**src/rtl/hamming_secded_codec.sv**
```systemverilog
// -----------------------------------------------------------------------------
// hamming_secded_codec
//
// Extended-Hamming SECDED encoder/decoder behind a 2-stage valid/ready pipeline.
// Each accepted beat is an encode (in_mode=0) or a decode (in_mode=1).
//
// Codeword layout (CW_WIDTH = DATA_WIDTH + P + 1):
//   bit 0        : overall even parity over bits 1..CW_WIDTH-1
//   bit 2^i      : Hamming parity i, covering every position j with j & 2^i
//   other bits   : data in ascending order (data[0] at position 3)
//
// Optional build macro ECC_ERR_INJECT_EN adds inj_mask, which is XORed into
// the generated codeword of each accepted encode beat (ignored for decode).
//
// Ports:
//   clk, rst_n          clock (rising edge) / asynchronous active-low reset
//   in_valid/in_ready   input handshake
//   in_mode             0 = encode, 1 = decode
//   in_data             payload to encode
//   in_codeword         received codeword to decode
//   inj_mask            (ECC_ERR_INJECT_EN only) encode fault-insertion mask
//   out_valid/out_ready output handshake
//   out_mode            mode of the transaction presented
//   out_data            encode: echo of in_data; decode: corrected data
//   out_codeword        encode: generated codeword; decode: corrected codeword
//   out_single_err      decode: single error corrected
//   out_double_err      decode: uncorrectable error detected
//   out_syndrome        decode: Hamming syndrome (0 on encode)
//   cnt_clear           synchronous clear of both statistics counters
//   cnt_corrected       saturating count of single-error results handed off
//   cnt_uncorrectable   saturating count of double-error results handed off
// -----------------------------------------------------------------------------
module hamming_secded_codec #(
  parameter int DATA_WIDTH = 32,
  parameter int CNT_WIDTH  = 16,
  // Smallest P with 2^P >= DATA_WIDTH + P + 1, for DATA_WIDTH in 4..64.
  localparam int P        = (DATA_WIDTH <= 4)  ? 3 :
                            (DATA_WIDTH <= 11) ? 4 :
                            (DATA_WIDTH <= 26) ? 5 :
                            (DATA_WIDTH <= 57) ? 6 : 7,
  localparam int CW_WIDTH = DATA_WIDTH + P + 1
) (
  input  logic                  clk,
  input  logic                  rst_n,
  input  logic                  in_valid,
  output logic                  in_ready,
  input  logic                  in_mode,
  input  logic [DATA_WIDTH-1:0] in_data,
  input  logic [CW_WIDTH-1:0]   in_codeword,
`ifdef ECC_ERR_INJECT_EN
  input  logic [CW_WIDTH-1:0]   inj_mask,
`endif
  output logic                  out_valid,
  input  logic                  out_ready,
  output logic                  out_mode,
  output logic [DATA_WIDTH-1:0] out_data,
  output logic [CW_WIDTH-1:0]   out_codeword,
  output logic                  out_single_err,
  output logic                  out_double_err,
  output logic [P-1:0]          out_syndrome,
  input  logic                  cnt_clear,
  output logic [CNT_WIDTH-1:0]  cnt_corrected,
  output logic [CNT_WIDTH-1:0]  cnt_uncorrectable
);

  localparam logic [CW_WIDTH-1:0]  ONE_CW   = CW_WIDTH'(1);
  localparam logic [CNT_WIDTH-1:0] ONE_CNT  = CNT_WIDTH'(1);
  localparam logic [P:0]           LAST_POS = (P+1)'(CW_WIDTH - 1);

  // Positions 1..CW_WIDTH-1 whose index has bit b set (bit 0 never included).
  function automatic logic [CW_WIDTH-1:0] cover_mask(input int b);
    logic [CW_WIDTH-1:0] m;
    m = '0;
    for (int j = 1; j < CW_WIDTH; j++) begin
      if (((j >> b) & 1) != 0) m = m | (ONE_CW << j);
    end
    return m;
  endfunction

  // Handshake: a beat moves on an interface when valid && ready in the same
  // cycle. valid never depends on ready; a stage may load whenever it is empty
  // or its content is leaving this cycle, so ready only looks downstream.
  logic adv1, adv2;

  // Stage 1 registers.
  logic                  v1_q;
  logic                  mode1_q;
  logic [DATA_WIDTH-1:0] data1_q;
  logic [CW_WIDTH-1:0]   cw1_q;
  logic [P-1:0]          syn1_q;
  logic                  op1_q;

  // Stage 2 (output) registers.
  logic                  v2_q;
  logic                  mode2_q;
  logic [DATA_WIDTH-1:0] data2_q;
  logic [CW_WIDTH-1:0]   cw2_q;
  logic                  se2_q;
  logic                  de2_q;
  logic [P-1:0]          syn2_q;

  logic [CNT_WIDTH-1:0]  cnt_c_q;
  logic [CNT_WIDTH-1:0]  cnt_u_q;

  assign adv2     = !v2_q || out_ready;
  assign adv1     = !v1_q || adv2;
  assign in_ready = adv1;

  // ---------------------------------------------------------------------------
  // Stage 1 combinational: encoder and syndrome/overall-parity of the input.
  // ---------------------------------------------------------------------------
  logic [CW_WIDTH-1:0] enc_dat;   // data scattered into its positions
  logic [CW_WIDTH-1:0] enc_body;  // data plus Hamming parities, bit 0 zero
  logic [CW_WIDTH-1:0] enc_cw;
  logic [CW_WIDTH-1:0] enc_tx;
  logic [P-1:0]        rx_syn;
  logic                rx_op;
  logic [CW_WIDTH-1:0] cw1_d;
  logic [P-1:0]        syn1_d;
  logic                op1_d;

  for (genvar j = 0; j < CW_WIDTH; j++) begin : g_enc
    if ((j & (j - 1)) == 0) begin : g_par
      // Position 0 and powers of two carry parity, not data.
      assign enc_dat[j] = 1'b0;
      if (j == 0) begin : g_zero
        assign enc_body[j] = 1'b0;
      end else begin : g_ham
        assign enc_body[j] = ^(enc_dat & cover_mask($clog2(j)));
      end
    end else begin : g_dat
      // Data index = position minus the parity slots at or below it.
      assign enc_dat[j]  = in_data[j - $clog2(j + 1) - 1];
      assign enc_body[j] = enc_dat[j];
    end
  end

  assign enc_cw = {enc_body[CW_WIDTH-1:1], ^enc_body[CW_WIDTH-1:1]};

`ifdef ECC_ERR_INJECT_EN
  assign enc_tx = enc_cw ^ inj_mask;
`else
  assign enc_tx = enc_cw;
`endif

  for (genvar b = 0; b < P; b++) begin : g_syn
    assign rx_syn[b] = ^(in_codeword & cover_mask(b));
  end
  assign rx_op = ^in_codeword;

  assign cw1_d  = in_mode ? in_codeword : enc_tx;
  assign syn1_d = in_mode ? rx_syn : '0;
  assign op1_d  = in_mode & rx_op;

  always_ff @(posedge clk or negedge rst_n) begin
    if (!rst_n) begin
      v1_q    <= 1'b0;
      mode1_q <= 1'b0;
      data1_q <= '0;
      cw1_q   <= '0;
      syn1_q  <= '0;
      op1_q   <= 1'b0;
    end else if (adv1) begin
      v1_q <= in_valid;
      if (in_valid) begin
        mode1_q <= in_mode;
        data1_q <= in_mode ? '0 : in_data;
        cw1_q   <= cw1_d;
        syn1_q  <= syn1_d;
        op1_q   <= op1_d;
      end
    end
  end

  // ---------------------------------------------------------------------------
  // Stage 2 combinational: classify and correct.
  // ---------------------------------------------------------------------------
  logic                  se2_d;
  logic                  de2_d;
  logic [CW_WIDTH-1:0]   flip;
  logic [CW_WIDTH-1:0]   cw2_d;
  logic [DATA_WIDTH-1:0] dec_data;
  logic [DATA_WIDTH-1:0] data2_d;

  always_comb begin
    se2_d = 1'b0;
    de2_d = 1'b0;
    flip  = '0;
    if (mode1_q) begin
      // Odd overall parity with a syndrome that names a real position (or 0,
      // meaning bit 0 itself) is one flipped bit. Anything else non-clean is
      // uncorrectable and passes through untouched.
      if (op1_q && ({1'b0, syn1_q} <= LAST_POS)) begin
        se2_d = 1'b1;
        flip  = ONE_CW << syn1_q;
      end else if (syn1_q != '0) begin
        de2_d = 1'b1;
      end
    end
  end

  assign cw2_d = cw1_q ^ flip;

  for (genvar j = 3; j < CW_WIDTH; j++) begin : g_ext
    if ((j & (j - 1)) != 0) begin : g_dat
      assign dec_data[j - $clog2(j + 1) - 1] = cw2_d[j];
    end
  end

  assign data2_d = mode1_q ? dec_data : data1_q;

  always_ff @(posedge clk or negedge rst_n) begin
    if (!rst_n) begin
      v2_q    <= 1'b0;
      mode2_q <= 1'b0;
      data2_q <= '0;
      cw2_q   <= '0;
      se2_q   <= 1'b0;
      de2_q   <= 1'b0;
      syn2_q  <= '0;
    end else if (adv2) begin
      v2_q <= v1_q;
      if (v1_q) begin
        mode2_q <= mode1_q;
        data2_q <= data2_d;
        cw2_q   <= cw2_d;
        se2_q   <= se2_d;
        de2_q   <= de2_d;
        syn2_q  <= syn1_q;
      end
    end
  end

  // ---------------------------------------------------------------------------
  // Statistics: count results as they are handed off, saturating; clear wins.
  // ---------------------------------------------------------------------------
  logic out_hs;
  assign out_hs = v2_q && out_ready;

  always_ff @(posedge clk or negedge rst_n) begin
    if (!rst_n) begin
      cnt_c_q <= '0;
      cnt_u_q <= '0;
    end else if (cnt_clear) begin
      cnt_c_q <= '0;
      cnt_u_q <= '0;
    end else begin
      if (out_hs && se2_q && (cnt_c_q != '1)) cnt_c_q <= cnt_c_q + ONE_CNT;
      if (out_hs && de2_q && (cnt_u_q != '1)) cnt_u_q <= cnt_u_q + ONE_CNT;
    end
  end

  assign out_valid         = v2_q;
  assign out_mode          = mode2_q;
  assign out_data          = data2_q;
  assign out_codeword      = cw2_q;
  assign out_single_err    = se2_q;
  assign out_double_err    = de2_q;
  assign out_syndrome      = syn2_q;
  assign cnt_corrected     = cnt_c_q;
  assign cnt_uncorrectable = cnt_u_q;

endmodule

```
**config.mk**
```make
export PLATFORM = sky130hd
export DESIGN_NAME = hamming_secded_codec
export DESIGN_NICKNAME = d
export VERILOG_FILES = /design/src/rtl/hamming_secded_codec.sv
export SDC_FILE = /design/constraint.sdc
export NUM_CORES = 1
export LEC_CHECK = 0
export ABC_AREA = 1
export CORE_MARGIN = 8
export CORE_UTILIZATION = 37
export DETAILED_ROUTE_END_ITERATION = 7
export MAX_ROUTING_LAYER = met4
export PLACE_DENSITY_LB_ADDON = 0.2
export SYNTH_ARGS = -nofsm -noshare
export SYNTH_HDL_FRONTEND = slang
export SYNTH_SLANG_ARGS = --single-unit
```
**constraint.sdc**
```tcl
create_clock -name clk -period 3.17 [get_ports clk]
set_clock_uncertainty 0.05 [all_clocks]
set_input_delay 0.7925 -clock clk [delete_from_list [all_inputs] [get_ports clk]]
set_output_delay 0.7925 -clock clk [all_outputs]
set_load 0.05 [all_outputs]
```
==> metrics.csv <==
metric,value,unit
initial antenna violation count,1,
vias in the first global route,9771,
family with the most delay on the worst path,buffers and inverters,
htree depth,4,
1st-iter DRT viols,718,
CORE AREA,29600,µm²
met2 Usage GRT,30.9,%
pin count of the biggest net entering global routing,96,
Pwr Density,694,nW/µm²
area delta synth->final,26.4,%
Max Cap Violations,0,
CTS sink cnt,193,
Synth cell types,39,
die width,189,µm
max_slew headroom,55.9,%
Post-synth EDFFs,0,
Synth Instances,1496,
CP Capture Type,flip-flop,
Syn Nets,1575,
Synth Flop Type,dfrtp_1,
cts hold-fix bufs,0,
crit-path max FO,6,
drt pass-1 iters,6,
status,"finished, final reports clean",
total grt overflow,0,
GRT Total Usage,19.6,%
CP max stage delay,0.62,ns
post-CTS setup buffer count,0,
fmax,0.380,GHz
Post-route DRC,0,
share of layout cells above drive strength 1,4.71,%
first-pass GRT wire length,53.9,mm
vias,10114,
ranking of synthesized cells by area,"dfrtp_1, nand2_1, xnor2_1",
crit path time final,2.63,ns
Die Height,189,µm
die area,35900,µm²
most frequent CP cell,nand2_1,
Worst Setup Start Kind,input pin,
CP required,3.46,ns
Initial Utilization,37.6,%
register area share after synthesis,43.4,%
RSZ-0062 raised after global routing,false,
CTS tree,built,
Final #Nets,1745,
ys async rst share,100,%
grt met3 use,3.27,%
hpwl dp,26.5,mm
IO Pins,191,
CP arrival,2.92,ns
Leakage,6.64,nW
gp weighted congestion,0.915,
Root Buffer,clkbuf_16,
Total Neg Setup Slack,0,ns
Post-Syn Area per Cell,7.44,µm²
CTS max path bufs,2,
final wirelength,34.0,mm
Final Hold Fails,0,
Worst-Skew Late Latency,0.44,ns
GR peak layer,met2,
CP Class,input pin to flip-flop,
yosys warns,0,
Max Slew Vio Count,0,
Core Rows,63,
"count leader, synth",nand2_1,
Num CTS Buffers,17,
"Reg clk slew, reported paths",0.08,ns
GR Layer Usage met1,25.6,%
Synth top area share,43.4,%
post-cts sizing count,0,
mapped cell area,11100,µm²
vias per inst,4.89,
Tcrit/Tclk final,82.9,%
fillers,2976,
CP Buf/Inv Count,5,
post-route ant nets,0,
post-layout util,47.5,%
synthesis-stage register bit count,193,
wire per inst,16.4,µm
actual slew at the worst max-slew pin,0.661,ns
Hold WC Path Type,input pin to asynchronous set/reset pin,
most frequent cells after synthesis,"nand2_1, dfrtp_1, inv_1",
final setup vio count,0,
Max rail drop VDD,0.432,mV
Worst path slowest cell,clkdlybuf4s50_1,
cell taking the most area after synthesis,dfrtp_1,
Tot Pwr,9.76,mW
Port Buffers,190,
worst-path cell chain,"clkdlybuf4s50_1, inv_1, nand2_1, nand2_1, o21ai_0, nand2_1, inv_1, nand3_1, nand3_1, nand2_1, inv_1, nand2_1, nand3_1, nand2_1, inv_1, nand2_1, nand3_1, nand2_1",
hold slack,0.315,ns
-- metrics by stage --
stage               cells  cell area, µm²  worst slack (ns)
CTS                  2069           14100             0.551
global placement     2037           13500             0.173
detailed placement   2037           13500            0.0825
global route         2070           14100             0.200
finish               2070           14100             0.541
floorplan            1496           11100             0.578
-- sequential cells by signal (all words and copies together), names as in the netlist, 6 cells and up --
register           cells
out_codeword          39
cnt_uncorrectable     16
cw1_q                 39
out_syndrome           6
syn1_q                 6
data1_q               32
out_data              32
cnt_corrected         16
-- kinds of logic after synthesis --
| kind of cell | count (synthesis) | share of synthesized area [%] |
|---|---|---|
| xor+xnor | 128 | 10.1 |
| fa+ha+maj | 2 | 0.225 |
| simple gates | 797 | 29.6 |
| compound gates | 170 | 9.32 |
| buf+inv | 206 | 7.35 |
| flops | 193 | 43.4 |
-- metal layers --
metal	routed length, µm	part of all wire, %
met3	1850	5.4
met1	15600	46
met4	648	1.9
met2	15900	47
met5	0	0
-- layout make-up --
| cell class | instances | area, µm² | area share, % |
|---|---|---|---|
| Multi-Input combinational cell | 1097 | 5500 | 39.0 |
| Sequential cell | 193 | 4830 | 34.3 |
| Timing Repair Buffer | 210 | 2100 | 14.9 |
| Inverter | 147 | 554 | 3.94 |
| Tap cell | 390 | 488 | 3.47 |
| Clock buffer | 18 | 429 | 3.05 |
| Clock inverter | 14 | 170 | 1.21 |
| Antenna cell | 1 | 2.50 | 0.0178 |
-- cells in the final DEF, fill, tap and decap left out, drive strengths merged --
cell and instances:
nand2 607, dfrtp 193, clkdlybuf4s50 188, inv 153
o21ai 74, nand3 68, xnor2 68, o211ai 62
xor2 60, nor2 58, nor3 49, buf 21
a21oi 19, clkbuf 19, nand4 10, clkinv 7
o22ai 6, a31oi 3, o21a 2, nand3b 2
ha 2, diode 1, a221oi 1, a221o 1
a22o 1, o21bai 1, and3 1, nor4 1
nor3b 1, bufinv 1
-- power by group --
part	internal [mW]	leakage, nW	total [mW]	switching (mW)
Clock	1.13	0.294	2.20	1.07
Sequential	2.98	2.48	3.34	0.354
Combinational	1.35	3.87	4.23	2.88
-- worst paths after layout --
check	startpoint	cells after the start	end	slack (ns)
worst max-delay path	in_data[10]	18	cw1_q[0]$_DFFE_PN0P_	0.54
worst min-delay path	rst_n	1	out_data[28]$_DFFE_PN0P_	0.31
worst max register to register	syn1_q[3]$_DFFE_PN0P_	11	out_data[10]$_DFFE_PN0P_	0.67
worst min register to register	out_data[31]$_DFFE_PN0P_	2	out_data[31]$_DFFE_PN0P_	0.43
max in group asynchronous	rst_n	2	cnt_uncorrectable[3]$_DFFE_PN0P_	1.87
min in group clk	out_data[31]$_DFFE_PN0P_	2	out_data[31]$_DFFE_PN0P_	0.43
Note: power is estimated with default switching activity, not from simulation.
